$ cat src/rtl/led_seq_pkg.sv
// Shared mode encodings, entry patterns and small helpers for the LED pattern sequencer.
package led_seq_pkg;

    typedef enum logic [1:0] {
        MODE_OFF   = 2'd0,
        MODE_FILL  = 2'd1,
        MODE_SHIFT = 2'd2,
        MODE_BLINK = 2'd3
    } mode_t;

    localparam logic [7:0] PAT_OFF   = 8'h00;
    localparam logic [7:0] PAT_FILL  = 8'h00;
    localparam logic [7:0] PAT_SHIFT = 8'h80;
    localparam logic [7:0] PAT_BLINK = 8'h55;

    function automatic mode_t next_mode(input mode_t m);
        case (m)
            MODE_OFF:   return MODE_FILL;
            MODE_FILL:  return MODE_SHIFT;
            MODE_SHIFT: return MODE_BLINK;
            default:    return MODE_OFF;
        endcase
    endfunction

    function automatic logic [7:0] entry_pat(input mode_t m);
        case (m)
            MODE_OFF:   return PAT_OFF;
            MODE_FILL:  return PAT_FILL;
            MODE_SHIFT: return PAT_SHIFT;
            default:    return PAT_BLINK;
        endcase
    endfunction

endpackage

$ cat src/rtl/led_seq_ctrl_tick_gen.sv
// Update-rate prescaler: registered one-cycle strobe every TICK_DIV enabled cycles.
module tick_gen #(
    parameter int TICK_DIV = 50_000_000
) (
    input  logic clk,
    input  logic rst,
    input  logic en,
    input  logic clr,
    output logic tick
);
    localparam int W = $clog2(TICK_DIV);
    localparam logic [W-1:0] LAST = W'(TICK_DIV - 1);

    logic [W-1:0] cnt;

    // clr beats counting; a disabled cycle holds the count and emits nothing
    always_ff @(posedge clk) begin
        if (rst || clr) begin
            cnt  <= '0;
            tick <= 1'b0;
        end else if (en) begin
            if (cnt == LAST) begin
                cnt  <= '0;
                tick <= 1'b1;
            end else begin
                cnt  <= cnt + 1'b1;
                tick <= 1'b0;
            end
        end else begin
            tick <= 1'b0;
        end
    end

endmodule

$ cat src/rtl/led_seq_ctrl.sv
// LED pattern sequencer: button edge detector, mode register and LED update mux.
module led_seq_ctrl
    import led_seq_pkg::*;
#(
    parameter int TICK_DIV = 50_000_000
) (
    input  logic       clk,
    input  logic       rst,
    input  logic       btn_next,
    input  logic       pause,
    output logic [7:0] LED,
    output logic [1:0] mode,
    output logic       tick
);
    logic       btn_prev;
    logic       btn_edge;
    mode_t      mode_q, mode_d;
    logic [7:0] led_d;

    assign btn_edge = btn_next & ~btn_prev;
    assign mode     = mode_q;

    tick_gen #(.TICK_DIV(TICK_DIV)) u_tick (
        .clk  (clk),
        .rst  (rst),
        .en   (~pause),
        .clr  (btn_edge),
        .tick (tick)
    );

    always_ff @(posedge clk) begin
        btn_prev <= btn_next;
        if (rst) begin
            mode_q <= MODE_OFF;
            LED    <= PAT_OFF;
        end else begin
            mode_q <= mode_d;
            LED    <= led_d;
        end
    end

    // A button edge outranks a pending tick: the tick's update is dropped.
    always_comb begin
        mode_d = mode_q;
        led_d  = LED;
        if (btn_edge) begin
            mode_d = next_mode(mode_q);
            led_d  = entry_pat(next_mode(mode_q));
        end else if (tick) begin
            case (mode_q)
                MODE_OFF:   led_d = PAT_OFF;
                MODE_FILL:  led_d = (LED == 8'hFF) ? 8'h00 : {1'b1, LED[7:1]};
                MODE_SHIFT: led_d = (LED == 8'h01 || LED == 8'h00) ? 8'h80 : (LED >> 1);
                default:    led_d = ~LED;
            endcase
        end
    end

endmodule

$ cat config.mk
export PLATFORM = sky130hd
export DESIGN_NAME = led_seq_ctrl
export DESIGN_NICKNAME = d
export VERILOG_FILES = /design/src/rtl/led_seq_pkg.sv /design/src/rtl/led_seq_ctrl_tick_gen.sv /design/src/rtl/led_seq_ctrl.sv
export SDC_FILE = /design/constraint.sdc
export NUM_CORES = 1
export LEC_CHECK = 0
export ABC_CLOCK_PERIOD_IN_PS = 6290
export CELL_PAD_IN_SITES_DETAIL_PLACEMENT = 2
export CELL_PAD_IN_SITES_GLOBAL_PLACEMENT = 2
export CORE_MARGIN = 5
export CORE_UTILIZATION = 38
export DETAILED_ROUTE_END_ITERATION = 6
export PLACE_DENSITY = 0.94
export SETUP_SLACK_MARGIN = 0.15
export SLEW_MARGIN = 20
export SYNTH_ARGS = -nofsm -noshare
export SYNTH_HDL_FRONTEND = slang
export SYNTH_HIERARCHICAL = 1
export SYNTH_SLANG_ARGS = --single-unit
$ cat constraint.sdc
create_clock -name clk -period 6.29 [get_ports clk]
set_input_delay 1.258 -clock clk [delete_from_list [all_inputs] [get_ports clk]]
set_output_delay 1.258 -clock clk [all_outputs]
set_load 0.02 [all_outputs]
# --- Yosys cells after proc, flatten, opt, wreduce, memory -nomap -nowiden ---
# Cells that the tools add are included.
word_totals:
  mem_bits_rw: 0
  mem_count: 0
  mem_bits_ro: 0
  regBits: 38
  latchBits: 0
classes:
  n_bitwise: 3
  n_shift: 0
  magnitude_cmp: 0
  mux: 10
  div_mod_pow: 0
  multipliers: 0
  reduce_logical: 8
  addsub: 1
  eq_ne: 7
op_table:
  columns: ["operator", "n"]
  rows:
  - ["$mux 8", 4]
  - ["$add 26x1->26 const B", 1]
  - ["$eq 26x26->1 const B", 1]
  - ["$mux 26", 1]
  - ["$pmux 8 s3", 1]
  - ["$pmux 8 s2", 1]
  - ["$eq 8x1->1 const B", 1]
  - ["$eq 8x8->1 const B", 1]
  - ["$logic_not 8->1", 1]
  - ["$not 8->8", 1]
  - ["$pmux 2 s3", 1]
  - ["$eq 2x1->1 const B", 2]
  - ["$eq 2x2->1 const B", 2]
  - ["$logic_not 2->1", 2]
  - ["$reduce_or 2->1", 2]
  - ["$logic_or 1x1->1", 2]
  - ["$mux 2", 1]
  - ["$reduce_bool 2->1", 1]
  - ["$and 1x1->1", 1]
  - ["$mux 1", 1]
  - ["$not 1->1", 1]

# --- Depth between registers and ports, before layout ---
# Gate-level depths: netlist of the first run.
depth:
  depth_word: 7
  ltp_mapped: 7

# --- By module ---
# The synthesis of the first run kept the hierarchy.
by_module_without_submodules:
  columns: ["module", "area_per_inst_um2", "n_inst", "seq_area_each_um2", "cells_each"]
  rows:
  - ["tick_gen", 1323.8, 1, 540.5, 154]
  - ["led_seq_ctrl", 770.7, 1, 220.2, 87]

# --- Worst setup path after synthesis of the first run ---
# OpenSTA, ideal clock, no wires.
synth_timing:
  kind: "input to register"
  from: "input pause"
  to: "register u_tick.cnt[25]"
  setup_slack_ps: 3430
  setup_time_ps: 66
  cell_stages: 7
  n_path_buf: 2
  arrival_time_ps: 2794
  cell_sequence: "inv_1 -> buf_4 -> nand4_1 -> or4_1 -> buf_2 -> or4_4 -> a21oi_2"
synth_rtl:
  columns: ["item", "line_no", "rtl"]
  rows:
  - ["from (decl)", "led_seq_ctrl.sv:10", "input logic pause,"]
  - ["to (signal assigned)", "led_seq_ctrl_tick_gen.sv:26", "cnt <= cnt + 1'b1;"]
  - ["to (decl)", "led_seq_ctrl_tick_gen.sv:14", "logic [W-1:0] cnt;"]

==> impl_metrics.yaml, run 1 <==
die:
  coreArea_mm2: 0.00544
  ios: 15
  die_h_um: 84.2
  die_w_um: 84.2
  core.rowCount: 27
  die-area_mm2: 0.00710
  start_util: 0.385
clock_network:
  cts_tree: "built"
  cts_sinks: 38
  numCtsBuffers: 5
  clkLatencyLatePin_ns: 0.30
  clockBufferDepth: 2
  hold_buffers: 0
  ctsRootBufferMaster: "clkbuf_8"
  path_clk_slew_ns: 0.07
  post-cts-setup-buffer-count: 0
  cts_resized: 0
  htreeDepth: 2
place:
  dp_hpwl_um: 4530
  dp_slack_ns: 2.38
  globalplace.congestion: 0.796
  io_buffers: 14
synth:
  synth_edf_count: 0
  synthTopCellsByArea: "dfxtp_1, xnor2_1, ha_1"
  yosysSeqAreaShare: 0.363
  synth_seq_cells: 38
  synth_cells: 241
  syn_area_mm2: 0.00209
  synth_area_per_cell_um2: 8.69
  netlist.area_leader.share: 0.363
  syn_nets: 251
  synth_top_flop_cell: "dfxtp_1"
  synth.distinct_cells: 47
  yosysWarnings: 6
  yosysTopAreaCell: "dfxtp_1"
  async_flop_share: 0
route:
  dr.pass1.iters: 4
  routedWlPerCell_um: 22.9
  routed-via-count: 2003
  dr.first_iter.drc_count: 99
  via_per_inst: 6.13
  drt-total-wl_um: 7470
  remaining_drc_errors: 0
  ant_nets: 0
sta:
  fin_ws_ns: 2.83
  setup_viol: 0
  clock_skew_ns: 0.00670
  relSlewSlack: 0.576
  min_period_ns: 3.46
  finalSetupTns_ns: 0
  final_max_slew_viol_count: 0
  layout_worst_path_cycle_share: 0.549
  fmax_mhz: 289
  holdWs_ns: 0.487
  grt_setup_unrepaired: "false"
  hold_viol: 0
  tightest_slew_ns: 0.635
grt:
  grt_pass1_wl_um: 12400
  grt.total_usage: 0.220
  grt_pass1_vias: 2209
  grt_max_degree: 26
  gr-total-overflow: 0
  grt_antenna_before_repair: 0
critical_path:
  end_kind: "flip-flop"
  path_class: "input port to flip-flop"
  rr_worst_depth: 5
  r2r-start: "u_tick/cnt[3]$_SDFFE_PP0P_"
  worstPathRequired_ns: 6.46
  crit_start: "pause"
  crit_arrival_ns: 3.62
  cp-start-kind: "input port"
  critPathMaxFanout: 14
pwr:
  power_density_mw_per_mm2: 209
  p_leak_uw: 0.000736
  power.total_uw: 499
  vdd_drop_max_uv: 167
finish:
  diodes: 0
  n_fill_cell: 595
  syn2layout_area_growth_pct: 14.0
  fin_nets: 264
  fin_util: 0.439
  drive_gt1_frac: 0.0784
worst_hold_path:
  hold_path.class: "flip-flop to flip-flop"
  hp-start: "u_tick/cnt[21]$_SDFFE_PP0P_"
  worstHoldPathCells: 2
outcome:
  status: "completed"
job:
  cap_violations: 0
flip-flops by register name (all words and copies together) (netlist names):
name and flops:
LED 8, u_tick/tick 1, btn_prev 1, u_tick/cnt 26, mode 2
stage by stage:
stage / cell area, um2 / instances
4_1_cts: 2380 / 326
5_1_grt: 2390 / 327
3_5_place_dp: 2270 / 318
2_1_floorplan: 2090 / 241
6_report: 2390 / 327
3_3_place_gp: 2270 / 318
cells in the mapped netlist (all sizes together), types with 7 or more instances:
cell,number
nand2,17
nand2b,8
xnor2,9
nand3,13
nor2,20
nand4,10
a21oi,16
buf,7
o21ai,11
inv,7
or3,8
dfxtp,38
mux2i,7
or4,10
cells by family (layout without fill, tap and decap cells):
logic type / after synthesis / count (layout) / synth area share
muxes: 8 / 8 / 0.0388
xor gates and xnor gates: 12 / 12 / 0.0502
adders and majority gates: 6 / 6 / 0.0358
buffers and inverters: 16 / 30 / 0.0394
AOI/OAI and AO/OA: 46 / 46 / 0.150
and+or+nand+nor: 115 / 115 / 0.323
DFF: 38 / 38 / 0.363
path summary, 6_finish.rpt:
| path | end | slack (ns) |
|---|---|---|
| worst max-delay path | u_tick/cnt[16]$_SDFFE_PP0P_ | 2.83 |
| worst min-delay path | u_tick/cnt[21]$_SDFFE_PP0P_ | 0.49 |
| worst max register to register | u_tick/cnt[16]$_SDFFE_PP0P_ | 3.79 |
| worst min register to register | u_tick/cnt[21]$_SDFFE_PP0P_ | 0.49 |
power breakdown:
part           switching (uW)  leakage (uW)  internal [uW]
combinational            22.3      0.000376           14.7
clock                    93.7     0.0000524            119
sequential               5.79      0.000308            244
total                     122      0.000736            377
critical path, cell delays in order:
cell and delay, ns:
clkdlybuf4s50_1 0.41, inv_1 0.24, nand3_1 0.23, or4_1 0.64, o31ai_4 0.51, buf_6 0.25, a21oi_1 0.08
area by class of cell:
type                       count  area, um2  area share
sequential                    38        761       0.318
tap                           72       90.1      0.0377
clock buffer                   7       76.3      0.0320
timing repair buffer          15        151      0.0634
inverter                       7       28.8      0.0120
clock inverter                 1       30.0      0.0126
multi-input combinational    187       1250       0.524
cell usage in the layout, fill, tap and decap left out, types with 8 or more instances in the layout:
cell type	n
nand3_1	13
xnor2_1	9
dfxtp_1	38
nand2_1	16
o21ai_0	10
or3_1	8
clkdlybuf4s50_1	14
a21oi_1	14
nor2_1	19
or4_1	8
nand4_1	9
layer usage:
layer / GRT usage / vias to the layer above / routed length [um]
met2: 0.379 / 50 / 3880
met1: 0.276 / 1020 / 3180
met5: 0 / - / 0
met3: 0.0373 / 15 / 241
met4: 0.0775 / 0 / 168
li1: - / 918 / -
No activity file was read; power rests on OpenSTA's default activity.
==> inputs of run 2 (changes only) <==
Settings changed: ABC_CLOCK_PERIOD_IN_PS 6290 to 2900, CORE_UTILIZATION 38 to 32, PLACE_DENSITY 0.94 to 0.85.
Clock period 6.29 ns to 2.9 ns, I/O delays scaled along.
==> run 2 against run 1 <==
Effect of this change:
- count of clock-buffer cells in the layout stayed put
- combinational power is 110% higher
- clock power is 81% higher
- critical path depth is 1 lower
- clock skew is 0.00071 ns lower
- non-clock buffer count is 3 higher
- setup slack worse by 2.4 ns
- critical endpoint is now u_tick/cnt[18]$_SDFFE_PP0P_
- largest power group unchanged
- highest routed layer unchanged
==> impl_metrics.yaml, run 2 (synthesis results as in run 1) <==
route:
  wl_met1_um: 2700
  dr.pass1.iters: 4
  wl_met2_um: 3000
  via_per_inst: 5.65
  remaining_drc_errors: 0
  routedWlPerCell_um: 17.5
  ant_nets: 0
  routed-via-count: 1894
  dr.first_iter.drc_count: 91
  top_layer_used: "met4"
  drt-total-wl_um: 5870
  wl_met3_um: 100
pwr:
  vdd_drop_max_uv: 259
  power_density_mw_per_mm2: 418
  p_leak_uw: 0.000744
die:
  ios: 15
  coreArea_mm2: 0.00635
  core.rowCount: 29
  die_w_um: 90.9
  start_util: 0.330
  die-area_mm2: 0.00826
  die_h_um: 90.9
worst_hold_path:
  hold_path.class: "flip-flop to flip-flop"
  hold_end: "u_tick/cnt[25]$_SDFFE_PP0P_"
  hp-start: "u_tick/cnt[25]$_SDFFE_PP0P_"
  worstHoldPathCells: 2
critical_path:
  cp_top_family: "simple AND/OR/NAND/NOR gates"
  timing.critical_path.buf_inv: 2
  r2r_end: "u_tick/cnt[25]$_SDFFE_PP0P_"
  crit_start: "pause"
  cp-start-kind: "input port"
  slowest_stage: "or4_1"
  path_cells: "clkdlybuf4s50_1 -> inv_1 -> nand3_1 -> or4_1 -> or3_1 -> a21oi_1"
  r2r-start: "u_tick/cnt[3]$_SDFFE_PP0P_"
  end_kind: "flip-flop"
  r2r_setup_slack_ns: 0.65
  rr_worst_depth: 4
  worstPathRequired_ns: 3.12
  path_class: "input port to flip-flop"
  critPathMaxFanout: 8
  slowest_delay_ns: 0.71
  crit_arrival_ns: 2.69
sta:
  clock_skew_ns: 0.00599
  relSlewSlack: 0.643
  hold_viol: 0
  setup_viol: 0
  min_period_ns: 2.47
  fmax_mhz: 405
  grt_setup_unrepaired: "false"
  layout_worst_path_cycle_share: 0.851
  holdWs_ns: 0.511
  final_max_slew_viol_count: 0
  tightest_slew_ns: 0.530
  finalSetupTns_ns: 0
clock_network:
  ctsRootBufferMaster: "clkbuf_8"
  htreeDepth: 2
  clkLatencyLatePin_ns: 0.29
  numCtsBuffers: 5
  cts_tree: "built"
  cts_resized: 0
  path_clk_slew_ns: 0.08
  cts_sinks: 38
  clockBufferDepth: 2
  post-cts-setup-buffer-count: 0
  hold_buffers: 0
finish:
  fin_cells: 335
  syn2layout_area_growth_pct: 14.5
  mostFrequentLayoutCells: "dfxtp_1, nor2_1, nand2_1"
  diodes: 0
  n_fill_cell: 704
  top_register: "u_tick/cnt"
  drive_gt1_frac: 0.0930
  largest_register_ffs: 26
  fin_nets: 267
  layout_commonest_cell: "dfxtp_1"
place:
  dp_hpwl_um: 4400
  io_buffers: 14
  dpl.cell_count: 327
  globalplace.congestion: 0.887
grt:
  grt.total_usage: 0.149
  grt_antenna_before_repair: 0
  grt_pass1_wl_um: 10200
  grt_pass1_vias: 2043
  grt_max_degree: 18
  gr-total-overflow: 0
job:
  cap_violations: 0
outcome:
  status: "completed"
-- run 2: changes by cell type in the layout (fill, tap and decap cells not counted), sizes merged --
cell | previous run | this run
bufinv | 1 | 0
buf | 1 | 4
clkinv | 0 | 1
-- run 2: area by class of cell --
cell class / count / area (um2) / share of cell area
multi-input cells: 187 / 1250 / 0.522
flip-flops and latches: 38 / 761 / 0.317
repair buffers: 18 / 170 / 0.0709
well taps: 77 / 96.3 / 0.0402
clock buffers: 7 / 86.3 / 0.0360
inverters: 7 / 28.8 / 0.0120
clock inverters: 1 / 5.00 / 0.00209
-- run 2: worst max-delay path by stage --
stage	to	slack [ns]	cells after the start
2_1_floorplan	u_tick/cnt[25]$_SDFFE_PP0P_	0.72	7
3_3_place_gp	u_tick/cnt[18]$_SDFFE_PP0P_	0.24	6
3_5_place_dp	u_tick/cnt[18]$_SDFFE_PP0P_	0.14	6
4_1_cts	u_tick/cnt[18]$_SDFFE_PP0P_	0.44	6
5_1_grt	u_tick/cnt[0]$_SDFFE_PP0P_	0.37	7
6_report	u_tick/cnt[18]$_SDFFE_PP0P_	0.43	6
-- run 2: where the power goes --
part / switching [uW] / internal [uW]
Sequential: 12.1 / 529
Clock: 192 / 192
Combinational: 44.3 / 32.5
Total: 248 / 753
-- run 2: worst min-delay path, stage by stage, from the launching register on --
cell	delay (ns)
dfxtp_1	0.33
o31ai_1	0.08
a21oi_2	0.05
-- run 2: stage by stage --
stage | area, um2 | utilization | total power (uW) | setup slack, ns
2_1_floorplan | 2090 | - | 599 | 0.718
5_1_grt | 2400 | 0.378 | 1050 | 0.369
6_report | 2400 | 0.378 | 1000 | 0.433
4_1_cts | 2400 | 0.378 | 1020 | 0.443
3_5_place_dp | 2310 | 0.363 | 631 | 0.145
3_3_place_gp | 2310 | 0.363 | 627 | 0.243
-- run 2: metal layers --
metal,up-vias,GRT usage
met5,-,0
met4,0,0.0403
met3,6,0.0258
met2,12,0.260
met1,956,0.189
li1,920,-
==> inputs of run 3 (changes only) <==
Settings changed: ABC_CLOCK_PERIOD_IN_PS 2900 to 3100, CORE_UTILIZATION 32 to 38, PLACE_DENSITY 0.85 to 0.94.
Clock period 2.9 ns to 3.1 ns, I/O delays scaled along.
==> run 3 against run 2 <==
Effect of this change:
- setup slack gained 0.056 ns
- sequential share of layout area shrank 0.58 points
- critical path depth grew 1
- register-to-register slack gained 0.06 ns
- clock power grew 40%
- clock skew shrank 0.00092 ns
- hold slack lost 0.027 ns
- largest power group is now the clock network
- highest routed layer unchanged
==> impl_metrics.yaml, run 3 (synthesis results as in run 1) <==
finish:
  fin_nets: 267
  drive_gt1_frac: 0.0969
  mostFrequentLayoutCells: "dfxtp_1, nor2_1, nand2_1"
  fin_util: 0.449
  largest_register_ffs: 26
  syn2layout_area_growth_pct: 16.7
  top_register: "u_tick/cnt"
  fin_cells: 330
  diodes: 0
  layout_commonest_cell: "dfxtp_1"
clock_network:
  clockBufferDepth: 2
  htreeDepth: 2
  post-cts-setup-buffer-count: 0
  path_clk_slew_ns: 0.08
  ctsRootBufferMaster: "clkbuf_8"
  cts_tree: "built"
  cts_sinks: 38
  clkLatencyLatePin_ns: 0.29
  numCtsBuffers: 5
  hold_buffers: 0
  cts_resized: 0
critical_path:
  cp-start-kind: "input port"
  r2r-start: "u_tick/cnt[3]$_SDFFE_PP0P_"
  r2r_end: "u_tick/cnt[25]$_SDFFE_PP0P_"
  crit_arrival_ns: 2.79
  rr_worst_depth: 4
  r2r_setup_slack_ns: 0.71
  crit_start: "pause"
  crit_end: "u_tick/cnt[1]$_SDFFE_PP0P_"
  critPathMaxFanout: 18
  path_class: "input port to flip-flop"
  worstPathRequired_ns: 3.28
  end_kind: "flip-flop"
pwr:
  p_leak_uw: 0.000768
  power.total_uw: 1120
  p_seq_frac: 0.451
  clkPwrFrac: 0.481
  power_frac_comb: 0.068
  power_density_mw_per_mm2: 459
  vdd_drop_max_uv: 237
  p_sw_uw: 253
  p_int_uw: 869
  sw_frac_of_total: 0.225
die:
  die-area_mm2: 0.00710
  die_h_um: 84.2
  core.rowCount: 27
  die_w_um: 84.2
  coreArea_mm2: 0.00544
  start_util: 0.385
  ios: 15
place:
  globalplace.congestion: 0.784
  dp_hpwl_um: 4540
  dpl.cell_count: 322
  io_buffers: 14
grt:
  grt_pass1_vias: 2153
  gr-total-overflow: 0
  grt_max_degree: 19
  grt.total_usage: 0.214
  grt_antenna_before_repair: 0
  grt_pass1_wl_um: 12100
route:
  drt-total-wl_um: 7230
  remaining_drc_errors: 0
  routed-via-count: 1977
  dr.pass1.iters: 4
  routedWlPerCell_um: 21.9
  dr.first_iter.drc_count: 118
  via_per_inst: 5.99
  ant_nets: 0
sta:
  holdWs_ns: 0.484
  setup_viol: 0
  tightest_slew_ns: 0.555
  final_max_slew_viol_count: 0
  grt_setup_unrepaired: "false"
  layout_worst_path_cycle_share: 0.842
  relSlewSlack: 0.627
  min_period_ns: 2.61
  clock_skew_ns: 0.00508
  finalSetupTns_ns: 0
  fmax_mhz: 383
  hold_viol: 0
job:
  cap_violations: 0
worst_hold_path:
  hold_path.class: "flip-flop to flip-flop"
outcome:
  status: "completed"
## run 3: worst min path at each step
stage	cells after the start	startpoint	to
2_1_floorplan	2	u_tick/cnt[21]$_SDFFE_PP0P_	u_tick/cnt[21]$_SDFFE_PP0P_
3_3_place_gp	2	u_tick/cnt[21]$_SDFFE_PP0P_	u_tick/cnt[21]$_SDFFE_PP0P_
3_5_place_dp	2	u_tick/cnt[21]$_SDFFE_PP0P_	u_tick/cnt[21]$_SDFFE_PP0P_
4_1_cts	2	u_tick/cnt[21]$_SDFFE_PP0P_	u_tick/cnt[21]$_SDFFE_PP0P_
5_1_grt	2	u_tick/cnt[21]$_SDFFE_PP0P_	u_tick/cnt[21]$_SDFFE_PP0P_
6_report	2	u_tick/cnt[21]$_SDFFE_PP0P_	u_tick/cnt[21]$_SDFFE_PP0P_
## run 3: final cells by class
cell class                      count  area, um2
Sequential cell                    38        761
Timing Repair Buffer               18        170
Clock buffer                        6       82.6
Clock inverter                      2       60.1
Fill cell                         597       3000
Multi-Input combinational cell    187       1250
Tap cell                           72       90.1
Inverter                            7       28.8
## run 3: critical path, stage by stage
cell and delay (ns):
clkdlybuf4s50_1 0.40, inv_1 0.21, nand3_1 0.28, or4_1 0.65, o31ai_4 0.23, buf_4 0.29
nor2_1 0.10
## run 3: stage by stage
step / area [um2] / setup WS, ns
after global placement: 2300 / 0.388
after detailed placement: 2300 / 0.266
after CTS: 2440 / 0.500
after global routing: 2440 / 0.384
after floorplan: 2090 / 0.878
final: 2440 / 0.490
## run 3: routing by layer
metal | global-route usage | part of all wire
met5 | 0 | 0
met4 | 0.0556 | 0.013
met2 | 0.359 | 0.50
met1 | 0.283 | 0.46
met3 | 0.0373 | 0.033
## run 3: power groups by stage
stage / registers [uW] / logic [uW] / clock network (uW)
after floorplan: 520 / 40.6 / 0
after global placement: 517 / 69.4 / 0
after detailed placement: 517 / 73.3 / 0
after CTS: 506 / 76.5 / 547
after global routing: 508 / 81.3 / 567
final: 506 / 76.3 / 539
